--- src/rtl/ledpanel_pkg.sv ---
// ledpanel_pkg: shared geometry defaults, RGB565 layout, pixel type and row-loader states
package ledpanel_pkg;
    localparam int DEF_WIDTH = 64;
    localparam int DEF_HEIGHT = 32;
    localparam int RED_W = 5;
    localparam int GRN_W = 6;
    localparam int BLU_W = 5;
    localparam int RED_LSB = 0;
    localparam int GRN_LSB = RED_LSB + RED_W;
    localparam int BLU_LSB = GRN_LSB + GRN_W;
    typedef logic [RED_W+GRN_W+BLU_W-1:0] pixel_t;
    typedef enum logic [2:0] {IDLE, LO, HI, TAIL, DROP} loader_state_t;
endpackage

--- src/rtl/rgb565_byte_pair.sv ---
// rgb565_byte_pair: joins a low and a high byte into one registered RGB565 pixel with a valid pulse
module rgb565_byte_pair
    import ledpanel_pkg::*;
(
    input  logic       display_clock,
    input  logic       reset,
    input  logic       lo_we,
    input  logic       hi_we,
    input  logic       clear,
    input  logic [7:0] data,
    output pixel_t     pixel,
    output logic       valid
);
    logic [7:0] lo;
    logic has_lo;
    always_ff @(posedge display_clock) begin
        if (reset) begin
            lo <= '0;
            has_lo <= 1'b0;
            pixel <= '0;
            valid <= 1'b0;
        end else begin
            valid <= hi_we & has_lo;
            if (hi_we & has_lo) pixel <= {data, lo};
            if (lo_we) lo <= data;
            has_lo <= clear ? 1'b0 : lo_we ? 1'b1 : hi_we ? 1'b0 : has_lo;
        end
    end
endmodule

--- src/rtl/ledpanel_row_loader.sv ---
// ledpanel_row_loader: parses row packets into RGB565 panel writes on display_clock.
// Define LEDPANEL_ROW_LOADER_ERRCNT_EN to add the saturating err_count output.
module ledpanel_row_loader
    import ledpanel_pkg::*;
#(
    parameter int WIDTH = DEF_WIDTH,
    parameter int HEIGHT = DEF_HEIGHT,
    parameter int ADDR_BITS = 16
) (
    input  logic                 display_clock,
    input  logic                 reset,
    input  logic                 s_valid,
    input  logic [7:0]           s_data,
    input  logic                 s_sop,
    input  logic                 s_eop,
    output logic                 ctrl_en,
    output logic [ADDR_BITS-1:0] ctrl_addr,
    output pixel_t               ctrl_wdat,
    output logic                 row_done,
    output logic                 frame_done
`ifdef LEDPANEL_ROW_LOADER_ERRCNT_EN
    ,
    output logic [15:0]          err_count
`endif
);
    localparam int CW = $clog2(WIDTH);
    localparam int RW = $clog2(HEIGHT);
    loader_state_t state, state_nx;
    logic [RW-1:0] row;
    logic [CW-1:0] col;
    logic sop_in, row_ok, last_col, lo_we, hi_we, clear, done_nx;
    assign sop_in = s_valid & s_sop;
    assign row_ok = 32'(s_data) < HEIGHT;
    assign last_col = col == CW'(WIDTH - 1);
    assign clear = sop_in | (s_valid & s_eop);
    always_comb begin
        state_nx = state;
        lo_we = 1'b0;
        hi_we = 1'b0;
        done_nx = 1'b0;
        if (sop_in) begin
            state_nx = s_eop ? IDLE : row_ok ? LO : DROP;
        end else if (s_valid) begin
            case (state)
                LO: begin
                    lo_we = !s_eop;
                    state_nx = s_eop ? IDLE : HI;
                end
                HI: begin
                    hi_we = 1'b1;
                    done_nx = last_col & s_eop;
                    state_nx = s_eop ? IDLE : last_col ? TAIL : LO;
                end
                TAIL, DROP: state_nx = s_eop ? IDLE : state;
                default: state_nx = IDLE;
            endcase
        end
    end
    always_ff @(posedge display_clock) begin
        if (reset) begin
            state <= IDLE;
            row <= '0;
            col <= '0;
            ctrl_addr <= '0;
            row_done <= 1'b0;
            frame_done <= 1'b0;
        end else begin
            state <= state_nx;
            row_done <= done_nx;
            frame_done <= done_nx && row == RW'(HEIGHT - 1);
            if (sop_in) begin
                row <= s_data[RW-1:0];
                col <= '0;
            end else if (hi_we) begin
                ctrl_addr <= ADDR_BITS'({row, col});
                col <= col + 1'b1;
            end
        end
    end
    rgb565_byte_pair u_pair (
        .display_clock(display_clock),
        .reset(reset),
        .lo_we(lo_we),
        .hi_we(hi_we),
        .clear(clear),
        .data(s_data),
        .pixel(ctrl_wdat),
        .valid(ctrl_en)
    );
`ifdef LEDPANEL_ROW_LOADER_ERRCNT_EN
    // An abandoned packet and a bad new row index can land on the same byte, so up to +2.
    logic err_old, err_new;
    logic [16:0] err_sum;
    always_comb begin
        err_old = sop_in ? state inside {LO, HI, TAIL}
                : s_valid & s_eop & (state == LO || state == TAIL || (state == HI && !last_col));
        err_new = sop_in & !row_ok;
        err_sum = 17'(err_count) + 17'(err_old) + 17'(err_new);
    end
    always_ff @(posedge display_clock) begin
        if (reset) err_count <= '0;
        else err_count <= err_sum[16] ? 16'hFFFF : err_sum[15:0];
    end
`endif
endmodule

--- config.mk ---
export PLATFORM = sky130hd
export DESIGN_NAME = ledpanel_row_loader
export DESIGN_NICKNAME = d
export VERILOG_FILES = /design/src/rtl/ledpanel_pkg.sv /design/src/rtl/rgb565_byte_pair.sv /design/src/rtl/ledpanel_row_loader.sv
export SDC_FILE = /design/constraint.sdc
export NUM_CORES = 1
export LEC_CHECK = 0
export BUFFER_PORTS_ARGS = -buffer_cell sky130_fd_sc_hd__buf_2
export CORE_ASPECT_RATIO = 1.1
export CORE_MARGIN = 5
export CORE_UTILIZATION = 55
export CTS_BUF_LIST = sky130_fd_sc_hd__clkbuf_2
export CTS_CLUSTER_SIZE = 24
export DETAILED_ROUTE_END_ITERATION = 8
export PLACE_DENSITY = 0.81
export RECOVER_POWER = 25
export SLEW_MARGIN = 5
export SYNTH_ARGS = -nofsm -noshare
export SYNTH_HDL_FRONTEND = slang
export SYNTH_SLANG_ARGS = --single-unit
--- constraint.sdc ---
create_clock -name display_clock -period 1.99 [get_ports display_clock]
set_input_delay 0.199 -clock display_clock [delete_from_list [all_inputs] [get_ports display_clock]]
set_output_delay 0.199 -clock display_clock [all_outputs]
set_load 0.005 [all_outputs]
# Word level (Yosys, flattened, before mapping)
# Cells that the tools add are included.
# classes
n_addsub	1
mux	20
n_lt_le_gt_ge	1
reduce_logical	9
bitwise	6
eq_ne	7
# op_table
operator	count
$mux W3	5
$mux W1	11
$pmux W3 S3	1
$lt A8 B6 Y1 const B	1
$add A6 B1 Y6 const B	1
$eq A3 B2 Y1 const B	2
$eq A6 B6 Y1 const B	1
$mux W2	3
$reduce_or A2 Y1	3
$eq A5 B5 Y1 const B	1
$and A1 B1 Y1	4
$reduce_and A2 Y1	2
$reduce_bool A2 Y1	2
$eq A3 B1 Y1 const B	1
$eq A3 B3 Y1 const B	1
$ne A3 B3 Y1 const B	1
$logic_and A1 B1 Y1	1
$logic_not A1 Y1	1
$not A1 Y1	1
$or A1 B1 Y1	1
# word_totals
out_inout_bits	35
regBits	53
inputBits	13
wordCells	54

# Logic depth before layout (Yosys ltp)
# Gate-level depths: netlist (run 1).
# logic_depth
word_depth	6
mapped_depth	7
mapped_depth_nobuf	5

# Hierarchy
# A second synthesis (run 1) with hierarchy kept.
# hier_totals
cells_unflattened	251
hier_area_um2	2303.5
# by_module_without_submodules
module	cells_per_inst	area_each_um2	instances
ledpanel_row_loader	144	1177.4	1
rgb565_byte_pair	107	1126.1	1

# Worst setup path after synthesis (run 1)
# OpenSTA, ideal clock, no wires.
# synth_path
kind	register to register
from	register state[2]
to	register u_pair.pixel[4]
stages_incl_launch_ff	8
arrival_time_ps	1388
setup_slack_ps	470
n_path_buf	3
cell_sequence	dfxtp_1 nand4bb_1 buf_2 or3b_1 buf_6 buf_6 nand2_1 a21oi_1
# synth_via
elab_chain_cells	5
# synth_lines
item	line_no	rtl
from (decl)	ledpanel_row_loader.sv:28	loader_state_t state, state_nx;
from (signal assigned)	ledpanel_row_loader.sv:68	state <= state_nx;
$eq A3 B2 Y1	ledpanel_row_loader.sv:44	case (state)
$mux W1	ledpanel_row_loader.sv:44	
$mux W1	ledpanel_row_loader.sv:43	end else if (s_valid) begin
$mux W1	ledpanel_row_loader.sv:41	if (sop_in) begin
$and A1 B1 Y1	rgb565_byte_pair.sv:24	if (hi_we & has_lo) pixel <= {data, lo};
to (signal assigned)	rgb565_byte_pair.sv:24	
to (decl)	rgb565_byte_pair.sv:11	output pixel_t pixel,
# Every way passes these cells.
# A chain may end at the register's enable or synchronous reset.

# Worst setup path after layout (run 1)
# layout_path
from	register state[0]
to	register u_pair.pixel[13]
# The elaborated chain is that of the path after synthesis.

==> results.ini, run 1 <==
[worst_setup_path]
endpoint_kind=register
r2r_end=u_pair.pixel[13]
r2r_slack_ns=0.35
worstSetupPathType=reg -> reg
worstSetupStartpointType=register
ff2ff_path_depth=4
path_max_fanout=17
r2r-start=state[0]
arrival_ns=1.99
worstPathRequired_ns=2.34
cp-startpoint=state[0]

[drt]
drt_first_pass_iters=4
via_count=1713
drc=0
avgRoutedWirePerCell_microns=12.2
wirelength_microns=4080
drtIter0Drc=148
vias_per_cell=5.13
drt.antenna.violating_nets=0

[global_routing]
grt_pass1_vias=1533
grt_usage_pct=17.0
grt_overflow=0
grt_pass1_wl_microns=6570
antenna_found_initial=0
grt_max_degree=45

[die]
pin_count=48
num_rows=23
die_y_microns=74.4
die_w_microns=68.6
coreArea_sq_um=3650
dieArea_sq_um=5100
initial_core_util_pct=56.8

[clocking]
cts_setup_buffers=0
clkLatencyLatePin_ns=0.43
cts_sinks=53
cts.clk_slew.worst_paths_ns=0.26
cts.path.max_buffers=2
hold_buffers=6
h-tree-depth=2
cts_resized=0
cts_buffers=5
root_buffer=clkbuf_2
cts_tree=yes

[hold_path]
hold_path_end=u_pair.pixel[14]
min_path_type=in -> reg
hp-start=s_data[6]
hold_depth=3

[timing]
rsz0062_at_grt=false
clock_skew_ns=0.0173
worstMarginPinSlew_ns=0.585
hold_viol=0
min_period_over_period_pct=82.3
tns_ns=0
relSlewSlack_pct=61.0
fin_crit_ns=1.64
slew_viol_final=0
finalSetupViolCount=0
max_freq_mhz=611

[synthesis]
yosys-top-cells-count=53 x dfxtp_1, 47 x nand2_1, 31 x a21oi_1
yosysSeqAreaShare_pct=51.1
avgSynthCellArea_sq_um=8.69
syn_area_sq_um=2080
yosysMostFrequentCell=dfxtp_1
synthTopCellsByArea=dfxtp_1 51%, nand2_1 8.5%, a21oi_1 7.5%
synth_top_area_share_pct=51.1
yosysWarnings=0
synth_area_leader_cell=dfxtp_1
ys_types=33
synth-seq-cells=53
synthCells=239
synthArstFlopShare_pct=0
synth_edf_count=0
synth_top_flop_cell=dfxtp_1

[cells_and_area]
syn_to_final_growth_pct=14.8
post_route_cells_drive_above_1_share_pct=17.6
antenna_cells=0
final_nets=297

[flow_run]
maxCapViolCount=0

[place]
hpwl_microns=2820
gp_congestion=0.828
portBuffers=42

[power_and_ir_drop]
vdd_ir_drop_max_mv=0.455
p_per_area_nw_per_um2=663
fin_total_pwr_w=0.00158
leakage_nw=0.983

[outcome]
outcome=completed

==> logic make-up (layout without fill, tap and decap cells) <==
family,count (synthesis),in the layout,share of synthesized area (%)
simple gates,107,107,24.0
other cells,1,5,0.181
flops,53,53,51.1
buf+inv,23,64,6.21
compound gates,36,36,9.52
xor+xnor,5,5,2.11
mux,13,13,6.27
fa+ha+maj,1,1,0.603
==> metrics by stage <==
stage | util [%] | setup slack [ns] | std cells | hold WS (ns) | cell area [sq um]
after floorplan | - | 0.470 | 243 | 0.310 | 2090
after global placement | 62.4 | 0.396 | 319 | 0.441 | 2280
after detailed placement | 62.4 | 0.356 | 319 | 0.445 | 2280
after CTS | 65.3 | 0.340 | 333 | 0.000397 | 2390
after global routing | 65.2 | 0.240 | 334 | 0.00918 | 2380
final | 65.2 | 0.352 | 334 | 0.0207 | 2380
==> power by group <==
part / switching, W / internal [W] / leakage [nW]
clock: 0.000339 / 0.0000890 / 0.0294
combinational: 0.0000489 / 0.0000289 / 0.526
sequential: 0.00000426 / 0.00107 / 0.427
total: 0.000392 / 0.00119 / 0.983
==> final cells by class <==
type / instances / area, sq um
tap: 50 / 62.6
clock inverter: 3 / 21.3
sequential: 53 / 1060
fill: 334 / 1270
timing repair buffer: 54 / 305
inverter: 2 / 7.51
clock buffer: 5 / 25.0
multi-input combinational: 167 / 901
==> sequential cells by signal, summed over array words and instances, names as in the netlist, 3 cells and up <==
name / count
ctrl_addr: 11
col: 6
state: 3
row: 5
u_pair.lo: 8
u_pair.pixel: 16
==> how the worst max path moves through the flow <==
stage / to / slack (ns)
floorplan: u_pair.pixel[4] / 0.47
detailed placement: u_pair.pixel[13] / 0.36
global route: u_pair.pixel[15] / 0.24
CTS: u_pair.pixel[13] / 0.34
finish: u_pair.pixel[13] / 0.35
global placement: u_pair.pixel[13] / 0.40
==> routing by layer <==
metal	GRT usage (%)	up-vias	routed length (microns)
met3	3.78	5	235
met2	28.5	41	1970
met4	7.51	0	55
met5	0	-	0
li1	-	884	-
met1	20.6	783	1820
==> worst max-delay path: stages, from the launching register on <==
cell	delay [ns]
dfxtp_1	0.42
nand4bb_1	0.21
or3b_1	0.63
mux2i_1	0.25
nor2_1	0.05
==> cells in the final DEF (no fill, tap or decap), types with 2 or more instances in the layout <==
| master | n |
|---|---|
| a21oi_1 | 31 |
| dlygate4sd3_1 | 7 |
| conb_1 | 5 |
| nor3b_1 | 3 |
| buf_1 | 2 |
| xnor2_1 | 5 |
| nor3_1 | 3 |
| nand2_1 | 47 |
| nor2_1 | 18 |
| a31o_2 | 2 |
| clkbuf_2 | 5 |
| dfxtp_1 | 53 |
| nor4_1 | 3 |
| buf_2 | 32 |
| inv_1 | 2 |
| or3_1 | 2 |
| buf_4 | 5 |
| nand3_1 | 20 |
| mux2i_1 | 13 |
| clkbuf_1 | 8 |
(Power assumes the default switching activity.)
==> run 2, diff against run 1 <==
Settings changed: CORE_UTILIZATION 55 to 50, PLACE_DENSITY 0.81 to 0.78.
Clock period 1.99 ns to 1.4 ns, I/O delays scaled along.
==> results.ini, run 2 (same netlist as run 1, synthesis figures left out) <==
[outcome]
outcome=finished with violations
violations=setup timing

[place]
dpl_cell_area_sq_um=2420  ; +6.1%
portBuffers=42  ; unchanged
hpwl_microns=3300  ; +17%
dp.cells=339  ; +6.3%
gp_congestion=0.773  ; -6.6%

[worst_setup_path]
r2r_end=u_pair.pixel[14]
worstSetupPathType=reg -> reg
r2r-start=state[2]
endpoint_kind=register
arrival_ns=1.78  ; -0.21 ns
worstSetupStartpointType=register
path_max_fanout=6  ; -11
ff2ff_path_depth=5  ; +1
crit_slowest_cell=dfxtp_4
worstPathRequired_ns=1.76  ; -0.58 ns
slowest_delay_ns=0.42  ; -0.21 ns
path_cells=nand4bb_4 > or3b_4 > buf_6 > mux2i_1 > nor2_1
r2r_slack_ns=-0.02  ; -0.37 ns

[power_and_ir_drop]
p_comb_share_pct=6.2  ; +1.3 points
p_int_w=0.00170  ; +43%
pwr-share-clk_pct=25.8  ; -1.3 points
leakage_nw=1.16  ; +18%
fin_total_pwr_w=0.00225  ; +42%
power.sequential.fraction_pct=68.0  ; about the same
p_switching_w=0.000550  ; +40%
p_per_area_nw_per_um2=844  ; +27%
sw_frac_of_total_pct=24.5  ; -0.36 points
vdd_ir_drop_max_mv=0.505  ; +11%

[timing]
max_freq_mhz=703  ; +15%
hold_viol=0  ; unchanged
finalSetupViolCount=3  ; +3
slew_viol_final=0  ; unchanged
fin_ws_ns=-0.0225  ; -0.375 ns
tns_ns=-0.0608  ; -0.0608 ns
clock_skew_ns=0.0154  ; -0.00192 ns
fin_crit_ns=1.42  ; -0.215 ns
min_period_over_period_pct=102  ; +19 points
rsz0062_at_grt=true

[cells_and_area]
final_nets=319  ; +7.4%
final_util_pct=66.7  ; +1.5 points
post_route_cells_drive_above_1_share_pct=29.4  ; +12 points
antenna_cells=0  ; unchanged
finish.instance_area_sq_um=2660  ; +12%
regMostFlops=u_pair.pixel
multi_input_area_sq_um=973  ; +8.1%
area.sequential_sq_um=1070  ; +0.71%
instances_no_fill=358  ; +7.2%
final_common_cell=dfxtp_1
syn_to_final_growth_pct=28.3
largest_reg_flops=16  ; unchanged
nFillCells=346  ; +3.6%
final_cell_mix=49 x dfxtp_1, 47 x nand2_1, 42 x buf_2
largest_registers=u_pair.pixel: 16 flops, ctrl_addr: 11 flops, u_pair.lo: 8 flops

[clocking]
cts_buffers=5  ; unchanged
h-tree-depth=2  ; unchanged
cts_sinks=53  ; unchanged
cts_tree=yes
cts.path.max_buffers=2  ; unchanged
root_buffer=clkbuf_2
clkLatencyLatePin_ns=0.43  ; about the same
cts.clk_slew.worst_paths_ns=0.25  ; about the same
cts_setup_buffers=0  ; unchanged

[global_routing]
grt_max_degree=41  ; -8.9%
antenna_found_initial=0  ; unchanged
grt_pass1_vias=1741  ; +14%
grt_overflow=0  ; unchanged
grt_usage_pct=17.3  ; +0.31 points
grt_pass1_wl_microns=7960  ; +21%

[die]
num_rows=24  ; +4.3%
coreArea_sq_um=3990  ; +9.3%
die_w_microns=71.4  ; +4.2%
pin_count=48  ; unchanged
initial_core_util_pct=52.0  ; -4.8 points
die_y_microns=77.6  ; +4.2%
dieArea_sq_um=5540  ; +8.6%

[flow_run]
maxCapViolCount=0  ; unchanged

[drt]
vias_per_cell=5.21  ; +1.6%
drc=0  ; unchanged
via_count=1866  ; +8.9%
wl_met1_microns=2060  ; +13%
met2_length_microns=2410  ; +22%
avgRoutedWirePerCell_microns=13.3  ; +9.1%
wirelength_microns=4780  ; +17%
drt_first_pass_iters=4  ; unchanged
highest_layer=met4
drt.antenna.violating_nets=0  ; unchanged
wl_met3_microns=236  ; +0.43%
drtIter0Drc=113  ; -24%

[hold_path]
hp-start=s_eop
hold_depth=3  ; unchanged
hold_path_end=u_pair.has_lo
min_path_type=in -> reg

run 2: changes by cell type in the layout (fill, tap and decap cells not counted), sizes merged, moves of 2 or more:
cell | previous run | this run
buf | 39 | 66
clkbuf | 13 | 5
clkinv | 1 | 3
dlygate4sd3 | 7 | 9
run 2: worst max path at each step:
| stage | startpoint | slack (ns) | depth (start not counted) | end |
|---|---|---|---|---|
| 2_1_floorplan | state[2] | -0.11 | 7 | u_pair.pixel[4] |
| 3_3_place_gp | state[2] | 0.006 | 5 | u_pair.has_lo |
| 3_5_place_dp | state[2] | -0.04 | 5 | ctrl_addr[2] |
| 4_1_cts | state[2] | -0.02 | 5 | u_pair.pixel[9] |
| 5_1_grt | state[2] | -0.06 | 5 | u_pair.pixel[14] |
| 6_report | state[2] | -0.02 | 5 | u_pair.pixel[14] |
run 2: power by group through the flow:
stage           logic, W  clock network [W]  registers, W
2_1_floorplan  0.0000683                  0       0.00155
3_3_place_gp    0.000108                  0       0.00156
3_5_place_dp    0.000109                  0       0.00156
4_1_cts         0.000130           0.000599       0.00153
5_1_grt         0.000154           0.000665       0.00153
6_report        0.000140           0.000580       0.00153
run 2: worst max-delay path: cells and delay by family (launching register included):
family | cells | cell delay [ns]
buf+inv | 1 | 0.15
flops | 1 | 0.42
mux | 1 | 0.14
simple gates | 3 | 0.65
run 2: stage by stage:
| stage | hold slack [ns] | setup WS, ns |
|---|---|---|
| after floorplan | 0.251 | -0.112 |
| after global routing | 0.0528 | -0.0610 |
| after detailed placement | 0.398 | -0.0354 |
| after CTS | 0.0475 | -0.0228 |
| after global placement | 0.396 | 0.00648 |
| final | 0.0786 | -0.0225 |
run 2: timing repair:
item | in CTS | in global routing
hold buffers | 9 | 0
endpoints found under the setup margin | 24 | 41
gates cloned | 0 | 2
endpoints found under the hold margin | 22 | 0
pin swaps | 2 | 3
gates resized for setup | 4 | 18
run 2: layout make-up:
class | count | area share [%]
Clock buffer | 5 | 0.939
Clock inverter | 3 | 0.658
Inverter | 2 | 0.282
Multi-Input combinational cell | 168 | 36.5
Sequential cell | 53 | 40.1
Tap cell | 52 | 2.44
Timing Repair Buffer | 75 | 19.0
run 2: per-layer routing:
metal  up-vias  global-route usage [%]
met5         -                       0
met4         0                    6.20
met3         6                    3.36
met2        49                    29.2
met1       878                    21.9
li1        933                       -
==> run 3, diff against run 2 <==
Settings changed: CORE_UTILIZATION 50 to 51, SYNTH_HIERARCHICAL set to 1.
==> results.ini, run 3 <==
[worst_setup_path]
arrival_ns=1.76  ; -0.02 ns
r2r-start=state[2]
cp-startpoint=state[2]
path_max_fanout=7  ; +1
endpoint_kind=register
worstPathRequired_ns=1.77  ; about the same
worstSetupStartpointType=register
slowest_delay_ns=0.43  ; about the same
path_cells=or3b_4 > nor4_4 > xnor2_1 > nor2_1
crit_slowest_cell=or3b_4
worstSetupPathType=reg -> reg

[synthesis]
synth_top_area_share_pct=46.1  ; -5.1 points
syn_area_sq_um=2300  ; +11%
synth-seq-cells=53  ; unchanged
synthArstFlopShare_pct=0  ; unchanged
avgSynthCellArea_sq_um=9.18  ; +5.7%
yosysMostFrequentCell=dfxtp_1
synth_edf_count=0  ; unchanged
synthCells=251  ; +5.0%
synthTopCellsByArea=dfxtp_1 46%, nand2_1 6.0%, a21bo_1 5.6%
synth_top_flop_cell=dfxtp_1
yosys-top-cells-count=53 x dfxtp_1, 37 x nand2_1, 25 x nand3_1
ys_types=33  ; unchanged
yosysWarnings=6  ; +6
synth_area_leader_cell=dfxtp_1
yosysSeqAreaShare_pct=46.1  ; -5.1 points

[power_and_ir_drop]
leakage_nw=1.14  ; -2.0%
vdd_ir_drop_max_mv=0.799  ; +58%
p_per_area_nw_per_um2=863  ; +2.2%
fin_total_pwr_w=0.00244  ; +8.5%

[die]
coreArea_sq_um=4350  ; +8.9%
die_w_microns=74.1  ; +3.7%
initial_core_util_pct=53.0  ; +1.0 points
num_rows=25  ; +4.2%
die_y_microns=80.5  ; +3.8%
pin_count=48  ; unchanged
dieArea_sq_um=5960  ; +7.6%

[cells_and_area]
final_util_pct=65.0  ; -1.7 points
post_route_cells_drive_above_1_share_pct=30.7  ; +1.3 points
final_nets=322  ; +0.94%
syn_to_final_growth_pct=22.8
largest_reg_flops=16  ; unchanged
antenna_cells=0  ; unchanged
regMostFlops=u_pair/pixel
final_cell_mix=49 x dfxtp_1, 42 x buf_2, 36 x nand2_1
largest_registers=u_pair/pixel: 16 flops, ctrl_addr: 11 flops, u_pair/lo: 8 flops
final_common_cell=dfxtp_1
nFillCells=383  ; +11%

[timing]
fin_crit_ns=1.40  ; -0.0256 ns
slew_viol_final=0  ; unchanged
clock_skew_ns=0.0195  ; +0.00412 ns
hold_viol=0  ; unchanged
rsz0062_at_grt=true
max_freq_mhz=716  ; +1.8%
min_period_over_period_pct=99.8  ; -1.8 points
finalSetupViolCount=0  ; -3

[hold_path]
min_path_type=in -> reg
hp-start=s_sop

[outcome]
outcome=completed

[clocking]
cts_tree=yes
cts_buffers=5  ; unchanged
cts_sinks=53  ; unchanged
clkLatencyLatePin_ns=0.46  ; +0.03 ns
cts.clk_slew.worst_paths_ns=0.24  ; about the same
root_buffer=clkbuf_2
cts.path.max_buffers=2  ; unchanged
h-tree-depth=2  ; unchanged

[global_routing]
grt_pass1_vias=1738  ; -0.17%
grt_max_degree=35  ; -15%
grt_usage_pct=17.1  ; -0.24 points
grt_overflow=0  ; unchanged
antenna_found_initial=0  ; unchanged
grt_pass1_wl_microns=7890  ; -0.95%

[drt]
drt_first_pass_iters=4  ; unchanged
drc=0  ; unchanged
drt.antenna.violating_nets=0  ; unchanged
via_count=1900  ; +1.8%
avgRoutedWirePerCell_microns=14.2  ; +6.2%
drtIter0Drc=88  ; -22%
vias_per_cell=5.23  ; +0.42%
wirelength_microns=5140  ; +7.7%

[place]
portBuffers=42  ; unchanged
hpwl_microns=3400  ; +2.9%
gp_congestion=0.808  ; +4.5%

[flow_run]
maxCapViolCount=0  ; unchanged

## run 3: path summary, 6_finish.rpt
check | endpoint | slack (ns) | depth (start not counted)
max | col[3] | 0.003 | 4
min | state[0] | 0.09 | 3
max reg2reg | col[3] | 0.003 | 4
min reg2reg | ctrl_addr[2] | 0.47 | 2
## run 3: metal layers
| metal | GRT usage (%) | part of all wire (%) |
|---|---|---|
| met3 | 5.26 | 7.4 |
| met1 | 20.7 | 43 |
| met2 | 27.7 | 48 |
| met4 | 7.07 | 1.7 |
| met5 | 0 | 0 |
## run 3: area by class of cell
type / instances / area [sq um] / area share (%)
inverter: 3 / 16.3 / 0.575
sequential: 53 / 1070 / 37.8
multi-input combinational: 176 / 1100 / 39.1
tap: 54 / 67.6 / 2.39
clock inverter: 3 / 41.3 / 1.46
clock buffer: 5 / 25.0 / 0.885
timing repair buffer: 69 / 504 / 17.8
## run 3: cell families after synthesis
kind of cell	synth area share, %
compound gates	18.8
xor+xnor	1.90
fa+ha+maj	0.543
buf+inv	7.55
flops	46.1
mux	3.91
other cells	0.163
simple gates	21.1
## run 3: worst max-delay path: cells and delay by family (launching register included)
kind | cells | cell delay (ns)
xor+xnor | 1 | 0.14
flops | 1 | 0.42
simple gates | 3 | 0.76
## run 3: metrics by stage
stage	worst slack (ns)	TNS, ns	hold WS, ns	instance area (sq um)	std cells
4_1_cts	0.0103	0	0.0670	2750	360
3_3_place_gp	0.0478	0	0.425	2560	341
6_report	0.00312	0	0.0911	2830	363
3_5_place_dp	0.0153	0	0.436	2560	341
5_1_grt	-0.0641	-0.367	0.0782	2830	363
2_1_floorplan	-0.00556	-0.0543	0.287	2340	255
## run 3: timing repair
action | 4_1_cts | 5_1_grt
setup buffers | 0 | 1
cloned | 0 | 2
hold buffers | 11 | 0
endpoints found under the hold margin | 25 | 0
resized for setup | 1 | 10
endpoints found under the setup margin | 1 | 25
pin swaps | 0 | 5
## run 3: where the power goes
| part | switching, W | internal, W | total [W] |
|---|---|---|---|
| logic | 0.0000842 | 0.0000570 | 0.000141 |
| registers | 0.00000724 | 0.00152 | 0.00153 |
| clock network | 0.000475 | 0.000295 | 0.000770 |
| total | 0.000567 | 0.00187 | 0.00244 |
